==> src/rtl/avalon_st_channel_remap_buffer_pkg.sv <==
// Shared types for the Avalon-ST channel remap adapter.
// Packet FSM states used by the adapter front end.
package avalon_st_channel_remap_buffer_pkg;

   typedef enum logic [1:0] {
      ST_IDLE = 2'd0,
      ST_PASS = 2'd1,
      ST_DROP = 2'd2
   } remap_state_e;

endpackage

==> src/rtl/avalon_st_skid_buffer.sv <==
// Two-entry skid buffer with a registered ready.
// Breaks both the valid and the ready timing paths.
module avalon_st_skid_buffer #(
   parameter int WIDTH = 8
) (
   input  logic             clk,
   input  logic             reset_n,
   input  logic             in_valid,
   output logic             in_ready,
   input  logic [WIDTH-1:0] in_data,
   output logic             out_valid,
   input  logic             out_ready,
   output logic [WIDTH-1:0] out_data
);

   logic [WIDTH-1:0] mem_q [2];
   logic             wr_ptr_q;
   logic             rd_ptr_q;
   logic [1:0]       count_q;
   logic [1:0]       count_d;
   logic             ready_q;
   logic             push;
   logic             pop;

   assign push      = in_valid & ready_q;
   assign pop       = out_valid & out_ready;
   assign out_valid = (count_q != 2'd0);
   assign out_data  = mem_q[rd_ptr_q];
   assign in_ready  = ready_q;

   always_comb begin
      count_d = count_q;
      unique case ({push, pop})
         2'b10:   count_d = count_q + 2'd1;
         2'b01:   count_d = count_q - 2'd1;
         default: count_d = count_q;
      endcase
   end

   // ready looks at the post-edge occupancy so a full buffer never overflows
   always_ff @(posedge clk or negedge reset_n) begin
      if (!reset_n) begin
         mem_q[0] <= '0;
         mem_q[1] <= '0;
         wr_ptr_q <= 1'b0;
         rd_ptr_q <= 1'b0;
         count_q  <= 2'd0;
         ready_q  <= 1'b0;
      end else begin
         if (push) begin
            mem_q[wr_ptr_q] <= in_data;
            wr_ptr_q        <= ~wr_ptr_q;
         end
         if (pop) rd_ptr_q <= ~rd_ptr_q;
         count_q <= count_d;
         ready_q <= (count_d != 2'd2);
      end
   end

endmodule

==> src/rtl/avalon_st_channel_remap_buffer.sv <==
// Avalon-ST channel remap: offsets the packet channel, drops illegal
// and orphan packets, and registers the result through a skid buffer.
module avalon_st_channel_remap_buffer
   import avalon_st_channel_remap_buffer_pkg::*;
#(
   parameter int DATA_W     = 32,
   parameter int ERR_W      = 6,
   parameter int IN_CH_W    = 1,
   parameter int OUT_CH_W   = 2,
   parameter int CH_OFFSET  = 0,
   parameter int MAX_OUT_CH = 3,
   parameter int CNT_W      = 16
) (
   input  logic                clk,
   input  logic                reset_n,
   output logic                in_ready,
   input  logic                in_valid,
   input  logic [DATA_W-1:0]   in_data,
   input  logic [IN_CH_W-1:0]  in_channel,
   input  logic [ERR_W-1:0]    in_error,
   input  logic                in_startofpacket,
   input  logic                in_endofpacket,
   input  logic                out_ready,
   output logic                out_valid,
   output logic [DATA_W-1:0]   out_data,
   output logic [OUT_CH_W-1:0] out_channel,
   output logic [ERR_W-1:0]    out_error,
   output logic                out_startofpacket,
   output logic                out_endofpacket,
   output logic [CNT_W-1:0]    drop_count
);

   localparam int SUM_W = OUT_CH_W + 1;
   localparam int BUF_W = DATA_W + ERR_W + OUT_CH_W + 2;

   remap_state_e state_q;
   remap_state_e state_d;

   logic                buf_ready;
   logic                hold_q;
   logic [DATA_W-1:0]   hold_data_q;
   logic [ERR_W-1:0]    hold_err_q;
   logic [IN_CH_W-1:0]  hold_ch_q;
   logic                hold_eop_q;
   logic [OUT_CH_W-1:0] ch_q;

   logic                eff_valid;
   logic [DATA_W-1:0]   eff_data;
   logic [ERR_W-1:0]    eff_err;
   logic [IN_CH_W-1:0]  eff_ch;
   logic                eff_sop;
   logic                eff_eop;
   logic                fire;
   logic [SUM_W-1:0]    sum;
   logic                legal;

   logic                push;
   logic                drop_inc;
   logic                latch_ch;
   logic                set_hold;
   logic [ERR_W-1:0]    o_err;
   logic [OUT_CH_W-1:0] o_ch;
   logic                o_sop;
   logic                o_eop;

   // a held beat (SOP that closed an open packet) replays ahead of new input
   assign eff_valid = hold_q | in_valid;
   assign eff_data  = hold_q ? hold_data_q : in_data;
   assign eff_err   = hold_q ? hold_err_q : in_error;
   assign eff_ch    = hold_q ? hold_ch_q : in_channel;
   assign eff_sop   = hold_q | in_startofpacket;
   assign eff_eop   = hold_q ? hold_eop_q : in_endofpacket;
   assign fire      = eff_valid & buf_ready;
   assign in_ready  = buf_ready & ~hold_q;

   assign sum   = {{(SUM_W-IN_CH_W){1'b0}}, eff_ch} + SUM_W'(CH_OFFSET);
   assign legal = (sum <= SUM_W'(MAX_OUT_CH));

   always_ff @(posedge clk or negedge reset_n) begin
      if (!reset_n) state_q <= ST_IDLE;
      else          state_q <= state_d;
   end

   always_comb begin
      state_d = state_q;
      if (fire) begin
         unique case (state_q)
            ST_PASS: begin
               if (eff_sop || eff_eop) state_d = ST_IDLE;
            end
            default: begin
               if (eff_eop)                state_d = ST_IDLE;
               else if (eff_sop && legal) state_d = ST_PASS;
               else                        state_d = ST_DROP;
            end
         endcase
      end
   end

   always_comb begin
      push     = 1'b0;
      drop_inc = 1'b0;
      latch_ch = 1'b0;
      set_hold = 1'b0;
      o_err    = eff_err;
      o_ch     = ch_q;
      o_sop    = eff_sop;
      o_eop    = eff_eop;
      if (fire) begin
         unique case (state_q)
            ST_PASS: begin
               push = 1'b1;
               if (eff_sop) begin
                  set_hold = 1'b1;
                  o_sop    = 1'b0;
                  o_eop    = 1'b1;
                  o_err[0] = 1'b1;
               end
            end
            default: begin
               if (eff_sop && legal) begin
                  push     = 1'b1;
                  latch_ch = 1'b1;
                  o_ch     = sum[OUT_CH_W-1:0];
               end else if (eff_sop || state_q == ST_IDLE) begin
                  drop_inc = 1'b1;
               end
            end
         endcase
      end
   end

   always_ff @(posedge clk or negedge reset_n) begin
      if (!reset_n) begin
         hold_q      <= 1'b0;
         hold_data_q <= '0;
         hold_err_q  <= '0;
         hold_ch_q   <= '0;
         hold_eop_q  <= 1'b0;
         ch_q        <= '0;
         drop_count  <= '0;
      end else begin
         if (set_hold) begin
            hold_q      <= 1'b1;
            hold_data_q <= in_data;
            hold_err_q  <= in_error;
            hold_ch_q   <= in_channel;
            hold_eop_q  <= in_endofpacket;
         end else if (fire) begin
            hold_q <= 1'b0;
         end
         if (latch_ch) ch_q <= sum[OUT_CH_W-1:0];
         if (drop_inc && drop_count != {CNT_W{1'b1}})
            drop_count <= drop_count + CNT_W'(1);
      end
   end

   avalon_st_skid_buffer #(
      .WIDTH(BUF_W)
   ) u_skid (
      .clk      (clk),
      .reset_n  (reset_n),
      .in_valid (push),
      .in_ready (buf_ready),
      .in_data  ({eff_data, o_err, o_ch, o_sop, o_eop}),
      .out_valid(out_valid),
      .out_ready(out_ready),
      .out_data ({out_data, out_error, out_channel,
                  out_startofpacket, out_endofpacket})
   );

endmodule
==> config.mk <==
export PLATFORM = sky130hd
export DESIGN_NAME = avalon_st_channel_remap_buffer
export DESIGN_NICKNAME = d
export VERILOG_FILES = /design/src/rtl/avalon_st_channel_remap_buffer_pkg.sv /design/src/rtl/avalon_st_skid_buffer.sv /design/src/rtl/avalon_st_channel_remap_buffer.sv
export SDC_FILE = /design/constraint.sdc
export NUM_CORES = 1
export LEC_CHECK = 0
export BUFFER_PORTS_ARGS = -buffer_cell sky130_fd_sc_hd__buf_2
export CORE_AREA = 2 2 108 110
export DETAILED_ROUTE_END_ITERATION = 8
export DIE_AREA = 0 0 110 112
export MAX_ROUTING_LAYER = met4
export PLACE_DENSITY = 0.84
export SYNTH_ARGS = -nofsm -noshare
export SYNTH_HDL_FRONTEND = slang
export SYNTH_SLANG_ARGS = --single-unit
==> constraint.sdc <==
create_clock -name clk -period 3.7 [get_ports clk]
set_input_delay 0.555 -clock clk [delete_from_list [all_inputs] [get_ports clk]]
set_output_delay 0.555 -clock clk [all_outputs]
set_load 0.01 [all_outputs]
After elaboration in Yosys (flattened, before gate mapping):

Index checks and enable logic that the tools add are counted.

* ROM bits: 0
* flip-flop bits (word level): 149
* memories kept: 0
* RAM bits: 0
* bits of input ports: 45
* bits in latches: 0

* equal/unequal tests: 6
* multiply operators: 0
* magnitude comparators: 4
* shift operators: 0
* divide/modulo/power cells: 0
* bitwise operators: 11
* multiplexer cells: 40
* reduce and logical (&&, ||, !) cells: 9
* add/subtract/negate cells: 3

Operator list (count)
* 2-to-1 mux 42 bit: 4
* bitwise mux 84 bit: 1
* demux 42 bit (select 1 bit): 1
* 2-to-1 mux 32 bit: 1
* 2-to-1 mux 1 bit: 27
* adder 16 x 1 -> 16 bit (second input constant): 1
* != test 16 bit (second input constant): 1
* 2-to-1 mux 2 bit: 4
* 2-to-1 mux 6 bit: 1
* bitwise AND 1 bit: 4
* equality test 2 x 1 -> 1 bit (second input constant): 2
* greater-or-equal comparator 2 bit (second input constant): 2
* != test 2 bit (second input constant): 2
* NOT 1 -> 2 bit: 2
* case mux 2 bit (2 select lines): 1
* nonzero test 2 bit: 2
* logical AND 1 bit: 3
* NOT 1 bit: 3
* adder 2 x 1 -> 2 bit (second input constant): 1
* equality test 2 bit (second input constant): 1
* <= comparator 1 x 2 -> 1 bit (second input constant): 1
* zero test 2 bit: 1
* logical OR 1 bit: 2
* less-than comparator 2 x 1 -> 1 bit (second input constant): 1
* other kinds (3): 4

Depth between registers and ports, before layout:

Gate-level depths: netlist of the first run.

* depth in word-level cells: 10
* mapped depth: 8

Modules after synthesis:

Synthesis of the first run repeated with hierarchy kept, for this count alone.

* cell total of the unflattened synthesis: 483
* area, all modules: 7024.2 um^2

By module, submodules not included
* avalon_st_skid_buffer: area an instance 4007.6 um^2, cells an instance 247, instances 1
* avalon_st_channel_remap_buffer: area an instance 3016.6 um^2, cells an instance 236, instances 1

Worst setup path after synthesis of the first run:

OpenSTA, ideal clock, no wires.

* kind: flip-flop to output port
* from: register u_skid.rd_ptr_q
* to: output port out_data[0]
* data arrival time: 1273 ps
* setup slack: 1872 ps
* stages on the path, launching flop included: 4
* cells stage by stage: dfrtp_1 clkbuf_1 clkbuf_1 mux2_2

* cells in the longest elaborated chain, start to end: 4

RTL lines
* start, declared: RTL line avalon_st_skid_buffer.sv:18 `logic rd_ptr_q;`
* start signal, assigned: RTL line avalon_st_skid_buffer.sv:54 `if (pop) rd_ptr_q <= ~rd_ptr_q;`
* NOT 1 -> 2 bit (implied by the code): RTL line avalon_st_skid_buffer.sv:28 `assign out_data = mem_q[rd_ptr_q];`
* 2-to-1 mux 42 bit (implied by the code) (3 in a row): RTL line avalon_st_skid_buffer.sv:28
* end, declared: RTL line avalon_st_channel_remap_buffer.sv:25 `output logic [DATA_W-1:0] out_data,`

Every way passes these cells. The select of a mux whose other input is x is not followed.

Worst setup path after layout of the first run:

* from: register u_skid.rd_ptr_q
* to: output port out_data[28]

The elaborated chain is that of the path after synthesis.

==> results of run 1 <==
## kinds of logic after synthesis
| logic type | Yosys count | share of synthesized area [%] |
|---|---|---|
| AOI/OAI and AO/OA | 14 | 1.43 |
| xor gates and xnor gates | 19 | 2.48 |
| adders and majority gates | 2 | 0.372 |
| buffers and inverters | 30 | 2.01 |
| DFF | 147 | 54.8 |
| muxes | 201 | 33.7 |
| other | 1 | 0.0558 |
| and+or+nand+nor | 57 | 5.20 |
## per-stage QoR
stage	instance area [sq um]	hold WS (ns)	total power (uW)	cells	util [%]
finish	7940	0.207	6860	728	71.0
global route	7940	0.287	7290	728	71.0
CTS	7940	0.262	6920	728	71.0
detailed placement	7400	0.471	5310	699	66.3
global placement	7400	0.461	5160	699	66.3
floorplan	6720	0.259	4470	471	-
## flip-flops by register name, summed over array words and instances, names as in the netlist
| name | count |
|---|---|
| hold_err_q | 6 |
| u_skid.in_ready | 1 |
| drop_count | 16 |
| u_skid.wr_ptr_q | 1 |
| u_skid.mem_q | 82 |
| hold_eop_q | 1 |
| hold_ch_q | 1 |
| hold_data_q | 32 |
| u_skid.rd_ptr_q | 1 |
| hold_q | 1 |
| u_skid.count_q | 2 |
| ch_q | 1 |
| state_q | 2 |
## critical path: cells and delay by family, from the launching register on
kind     cells  cell delay, ns
flops        1            1.09
buf+inv      1            0.14
mux          1            0.45
## area by class of cell
| class | count | area, sq um |
|---|---|---|
| Sequential cell | 147 | 3680 |
| Fill cell | 788 | 3240 |
| Multi-Input combinational cell | 294 | 2930 |
| Timing Repair Buffer | 111 | 594 |
| Clock buffer | 24 | 482 |
| Tap cell | 143 | 179 |
| Clock inverter | 5 | 53.8 |
| Inverter | 4 | 15.0 |
## layout by cell type, fill, tap and decap left out, types with 2 or more instances in the layout
| master | Yosys | routed |
|---|---|---|
| mux2_2 | 184 | 184 |
| dfrtp_1 | 147 | 145 |
| buf_2 | 15 | 102 |
| mux2_1 | 17 | 17 |
| clkbuf_16 | 0 | 17 |
| xor2_1 | 16 | 16 |
| nand2_1 | 11 | 11 |
| nor3_1 | 7 | 7 |
| buf_4 | 1 | 7 |
| nand4_1 | 5 | 5 |
| inv_1 | 4 | 4 |
| nor2b_1 | 4 | 4 |
| nor2_1 | 4 | 4 |
| nor4_1 | 4 | 4 |
| clkbuf_1 | 10 | 4 |
| o21ai_0 | 3 | 3 |
| or2_2 | 3 | 3 |
| xnor2_1 | 3 | 3 |
| nor4_2 | 3 | 3 |
| nand3_1 | 3 | 3 |
| clkinv_2 | 0 | 3 |
| clkbuf_8 | 0 | 3 |
| and2_1 | 2 | 2 |
| nand2b_1 | 2 | 2 |
| a21oi_4 | 0 | 2 |
| a21oi_1 | 2 | 2 |
| nor3b_1 | 2 | 2 |
| or3_1 | 2 | 2 |
| ha_1 | 2 | 2 |
| dfrtp_2 | 0 | 2 |
## power by group through the flow
stage / clock network [uW] / logic, uW / registers (uW)
5_1_grt: 1670 / 2630 / 2980
6_report: 1570 / 2420 / 2870
3_3_place_gp: 0 / 2340 / 2820
4_1_cts: 1590 / 2450 / 2870
2_1_floorplan: 0 / 1830 / 2640
3_5_place_dp: 0 / 2420 / 2890
## path summary, 6_finish.rpt
check / startpoint / to / cells past startpoint
min in group clk: in_error[4] / hold_err_q[4] / 2
hold reg to reg: u_skid.mem_q[10] / u_skid.mem_q[10] / 1
max in group asynchronous: reset_n / hold_data_q[8] / 2
setup reg to reg: hold_q / u_skid.mem_q[2] / 4
hold / removal: reset_n / drop_count[2] / 1
setup / recovery: u_skid.rd_ptr_q / out_data[28] / 2
## layer usage
layer,GRT usage [%],vias to the layer above,routed length (um)
li1,-,1900,-
met1,32.1,2148,5950
met2,38.4,91,6590
met3,5.74,8,616
met4,6.75,0,127
met5,-,-,0
==> summary.txt, run 1 <==
Synthesis
  • Sequential area share after synthesis: 54.8%
  • Synthesized flop and latch total: 147
  • Syn nets: 518
  • Post-Syn Area: 0.00672 sq mm
  • EDFF count, synth: 0
  • Top post-synthesis cells by count: mux2_2 (184), dfrtp_1 (147), mux2_1 (17)
  • Main synth FF type: dfrtp_1
  • YS warnings: 0
  • Synth async-reset ratio: 100%
  • Top cells by area, synth: dfrtp_1 (55%), mux2_2 (31%), mux2_1 (2.8%)
  • Top cell type's share of synthesized area: 54.8%
  • Cells after synthesis: 471
  • Post-synthesis area per instance: 14.3 sq um
  • Synth area leader: dfrtp_1
  • Yosys cell types: 39
  • Cell with the most instances after synthesis: mux2_2

Die
  • Site row count: 39
  • Core area: 0.0112 sq mm
  • Die X: 110 um
  • Initial Util: 60.1%
  • Io pins: 105
  • Die Y-Extent: 112 um
  • Die area: 0.0123 sq mm

Clocking
  • Setup bufs post-CTS: 0
  • Htree depth: 4
  • CTS clk-pin slew, worst paths: 0.05 ns
  • TritonCTS Buffers: 17
  • Post_cts resized: 0
  • Worst skew pair latency: 0.41 ns
  • Post-CTS Hold Fix Bufs: 0
  • Clock Tree Buf Depth: 2
  • Clock sink total: 147
  • Root Buffer: clkbuf_16
  • CTS tree: yes

STA
  • Setup-failing EPs final: 0
  • Final period util: 71.8%
  • Max Fclk: 0.376 GHz
  • RSZ-0062 raised after global routing: no
  • Final Hold Vio Count: 0
  • Slew Limit Fails: 0
  • Clock skew: 0.0122 ns
  • Slew headroom: 27.1%
  • Fin Setup TNS: 0 ns
  • Slew @ Worst Pin: 1.09 ns
  • Setup slack after layout: 1.04 ns
  • Final Critical Period: 2.66 ns

Worst setup path
  • Crit path kind: reg -> out
  • Crit start category: flip-flop
  • R2R Setup Slk: 1.33 ns
  • Critical-path cell list: mux2_2 > buf_2
  • Worst path max stage delay: 1.09 ns
  • CP Data Required Time: 3.14 ns
  • Worst Path Max Fanout: 43
  • CP endpoint kind: output pin
  • Slowest stage cell, crit path: dfrtp_2
  • Worst EP arrival: 2.10 ns

Routing
  • Vias: 4,147
  • Initial DRT Pass Iterations: 4
  • Total Wirelength: 13,300 um
  • Avg Vias per Cell: 5.70
  • DRC viols: 0
  • Initial DRC count: 106
  • Number of nets still failing antenna checks after routing: 0
  • Avg WL per Cell: 18.3 um

Cells and area
  • Share of layout cells above drive strength 1: 57.1%
  • Nets: 622
  • N_diodes: 0
  • Area growth syn-to-layout: 18.2%

Global routing
  • Initial antenna violation count: 0
  • Largest net degree at the start of global routing: 95
  • Tot GR Track Use: 24.5%
  • Aggregate global routing overflow: 0
  • First-pass GRT wire length: 22,400 um
  • Vias in the first global route: 4,486

Place
  • Hpwl dp: 8530 um
  • GP Congestion: 0.813
  • IO Port Bufs: 103
  • Place WS: 1.38 ns

Pwr
  • Maximum VDD drop: 0.530 mV
  • Combinational Power Share: 35.3%
  • Clk pwr share: 22.9%
  • Reg power frac: 41.9%
  • P_sw: 2120 uW
  • Sw Ratio: 31.0%
  • Int Power: 4730 uW
  • Leak: 0.00359 uW
  • PD cells: 864 mW/mm^2

Run status
  • Status: complete, no violations

Min path
  • Worst Hold Class: in -> async

Flow run
  • Max Cap Viol: 0
Power figures use the tool's default switching activity.
==> inputs of run 2 (changes only) <==
CORE_AREA = 2 2 118 120   (was 2 2 108 110)
DIE_AREA = 0 0 120 122   (was 0 0 110 112)
PLACE_DENSITY = 0.75   (was 0.84)
clock period = 2.32 ns   (was 3.7 ns; I/O delays follow)
==> summary.txt, run 2 (same netlist as run 1, synthesis figures left out) <==
Die
  • Io pins: 105 (unchanged)
  • Core area: 0.0135 sq mm (+21%)
  • Die X: 120 um (+9.1%)
  • Initial Util: 49.7% (-10 points)
  • Site row count: 43 (+10%)
  • Die Y-Extent: 122 um (+8.9%)
  • Die area: 0.0146 sq mm (+19%)

Global routing
  • Initial antenna violation count: 0 (unchanged)
  • Vias in the first global route: 4,465 (-0.47%)
  • Tot GR Track Use: 20.7% (-3.8 points)
  • Aggregate global routing overflow: 0 (unchanged)
  • First-pass GRT wire length: 22,600 um (+0.65%)
  • Largest net degree at the start of global routing: 61 (-36%)

Clocking
  • CTS tree: yes
  • Clock Tree Buf Depth: 2 (unchanged)
  • TritonCTS Buffers: 17 (unchanged)
  • Worst skew pair latency: 0.42 ns (about the same)
  • Clock sink total: 147 (unchanged)
  • CTS clk-pin slew, worst paths: 0.06 ns (about the same)
  • Setup bufs post-CTS: 0 (unchanged)
  • Root Buffer: clkbuf_16
  • Htree depth: 4 (unchanged)

Place
  • GP Congestion: 0.816 (+0.43%)
  • IO Port Bufs: 103 (unchanged)
  • Hpwl dp: 9080 um (+6.4%)

Worst setup path
  • CP Data Required Time: 1.97 ns (-1.17 ns)
  • Worst EP arrival: 1.79 ns (-0.31 ns)
  • Worst r2r path cells: 7 (+3)
  • Critical-path cell list: buf_12 > mux2_2 > buf_2
  • Crit path kind: reg -> out
  • Critical R2R Capture: u_skid.in_ready
  • Launch point of the worst reg-to-reg path: state_q[1]
  • Worst Path Max Fanout: 16 (-63%)
  • Worst path max stage delay: 0.64 ns (-0.45 ns)
  • Slowest stage cell, crit path: dfrtp_2
  • Crit start category: flip-flop
  • CP endpoint kind: output pin
  • R2R Setup Slk: 0.29 ns (-1.04 ns)

Cells and area
  • Top reg by flops: u_skid.mem_q
  • Max reg flops: 82 (unchanged)
  • Regs by FF count: u_skid.mem_q (82), hold_data_q (32), drop_count (16)
  • Commonest cells after routing, fill and taps aside: mux2_2 (184), dfrtp_1 (145), buf_2 (102), mux2_1 (17), clkbuf_16 (17)
  • Fillers: 1,075 (+36%)
  • N_diodes: 0 (unchanged)
  • Seq. cell area: 0.00368 sq mm (unchanged)
  • Nets: 628 (+0.96%)
  • Share of layout cells above drive strength 1: 57.9% (+0.82 points)
  • Area growth syn-to-layout: 21.9%
  • Multi-input logic area: 0.00293 sq mm (unchanged)
  • Most common cell after layout, fill and taps aside: mux2_2

STA
  • Setup-failing EPs final: 0 (unchanged)
  • Final Hold Vio Count: 0 (unchanged)
  • Final period util: 92.2%
  • Slew Limit Fails: 0 (unchanged)
  • Final Critical Period: 2.14 ns
  • Max Fclk: 0.468 GHz
  • Clock skew: 0.00562 ns (-0.00656 ns)
  • Slew @ Worst Pin: 0.570 ns (-0.524 ns)
  • Slew headroom: 62.0% (+35 points)
  • RSZ-0062 raised after global routing: no
  • Hold_ws: 0.170 ns (-0.0364 ns)
  • Fin Setup TNS: 0 ns (unchanged)

Pwr
  • Maximum VDD drop: 0.701 mV (+32%)
  • Leak: 0.00369 uW (+2.8%)
  • Clk pwr share: 25.5% (+2.6 points)
  • PD cells: 1400 mW/mm^2 (+62%)
  • Combinational Power Share: 35.6% (+0.3 points)
  • Sw Ratio: 30.1% (-0.88 points)
  • Int Power: 8030 uW (+70%)
  • Reg power frac: 38.9% (-3.0 points)
  • P_sw: 3460 uW (+63%)

Routing
  • Top routing layer used: met4
  • Total Wirelength: 13,600 um (+2.5%)
  • WL met2: 7000 um (+6.1%)
  • Number of nets still failing antenna checks after routing: 0 (unchanged)
  • Vias: 4,164 (+0.41%)
  • DRC viols: 0 (unchanged)
  • Initial DRC count: 229 (+120%)
  • Avg WL per Cell: 17.6 um (-3.6%)
  • Met3 routed WL: 568 um (-7.8%)
  • Wl on met1: 5760 um (-3.2%)
  • Initial DRT Pass Iterations: 4 (unchanged)
  • Avg Vias per Cell: 5.38 (-5.6%)

Min path
  • Hold Crit Endpoint: hold_data_q[3]
  • Hold wc startpoint: in_data[3]
  • Worst Hold Class: in -> reg
  • Worst hold stages: 2

Run status
  • Status: complete, no violations

Flow run
  • Max Cap Viol: 0 (unchanged)
## run 2: critical path: cells and delay by family, from the launching register on
family   cells  cell delay [ns]
flops        1             0.64
buf+inv      2             0.36
mux          1             0.36
## run 2: worst max-delay path by stage
stage,start,to,slack (ns)
6_report,u_skid.rd_ptr_q,out_data[27],0.18
5_1_grt,u_skid.rd_ptr_q,out_data[27],0.10
4_1_cts,u_skid.rd_ptr_q,out_data[2],0.16
3_5_place_dp,state_q[0],u_skid.in_ready,0.29
3_3_place_gp,state_q[0],u_skid.in_ready,0.40
2_1_floorplan,drop_count[0],drop_count[7],0.50
## run 2: layer usage
layer | global-route usage [%] | vias to the layer above
met4 | 8.68 | 0
met2 | 34.2 | 89
met1 | 24.1 | 2146
met3 | 5.43 | 25
met5 | - | -
li1 | - | 1904
## run 2: power by group through the flow
| stage | combinational [uW] | clock (uW) | sequential [uW] |
|---|---|---|---|
| 2_1_floorplan | 2920 | 0 | 4210 |
| 3_3_place_gp | 4020 | 0 | 4360 |
| 3_5_place_dp | 4140 | 0 | 4500 |
| 4_1_cts | 4170 | 2980 | 4470 |
| 5_1_grt | 4450 | 3110 | 4620 |
| 6_report | 4090 | 2930 | 4470 |
## run 2: area by class of cell
| type | instances | area share [%] |
|---|---|---|
| Multi-Input combinational cell | 294 | 35.8 |
| Timing Repair Buffer | 117 | 8.60 |
| Sequential cell | 147 | 44.9 |
| Inverter | 4 | 0.183 |
| Clock inverter | 12 | 2.26 |
| Tap cell | 180 | 2.75 |
| Clock buffer | 20 | 5.45 |
## run 2: repair_timing
item | 4_1_cts | 5_1_grt
endpoints found under the hold margin | 58 | 0
resized for setup | 0 | 0
hold buffers | 1 | 0
## run 2: through the flow
stage | setup slack (ns) | power, uW | util (%) | instances | cell area (sq um)
3_3_place_gp | 0.400 | 8370 | 55.9 | 741 | 7550
5_1_grt | 0.105 | 12200 | 60.7 | 774 | 8190
2_1_floorplan | 0.501 | 7130 | - | 471 | 6720
4_1_cts | 0.164 | 11600 | 60.7 | 774 | 8190
3_5_place_dp | 0.289 | 8640 | 55.9 | 741 | 7550
6_report | 0.182 | 11500 | 60.7 | 774 | 8190
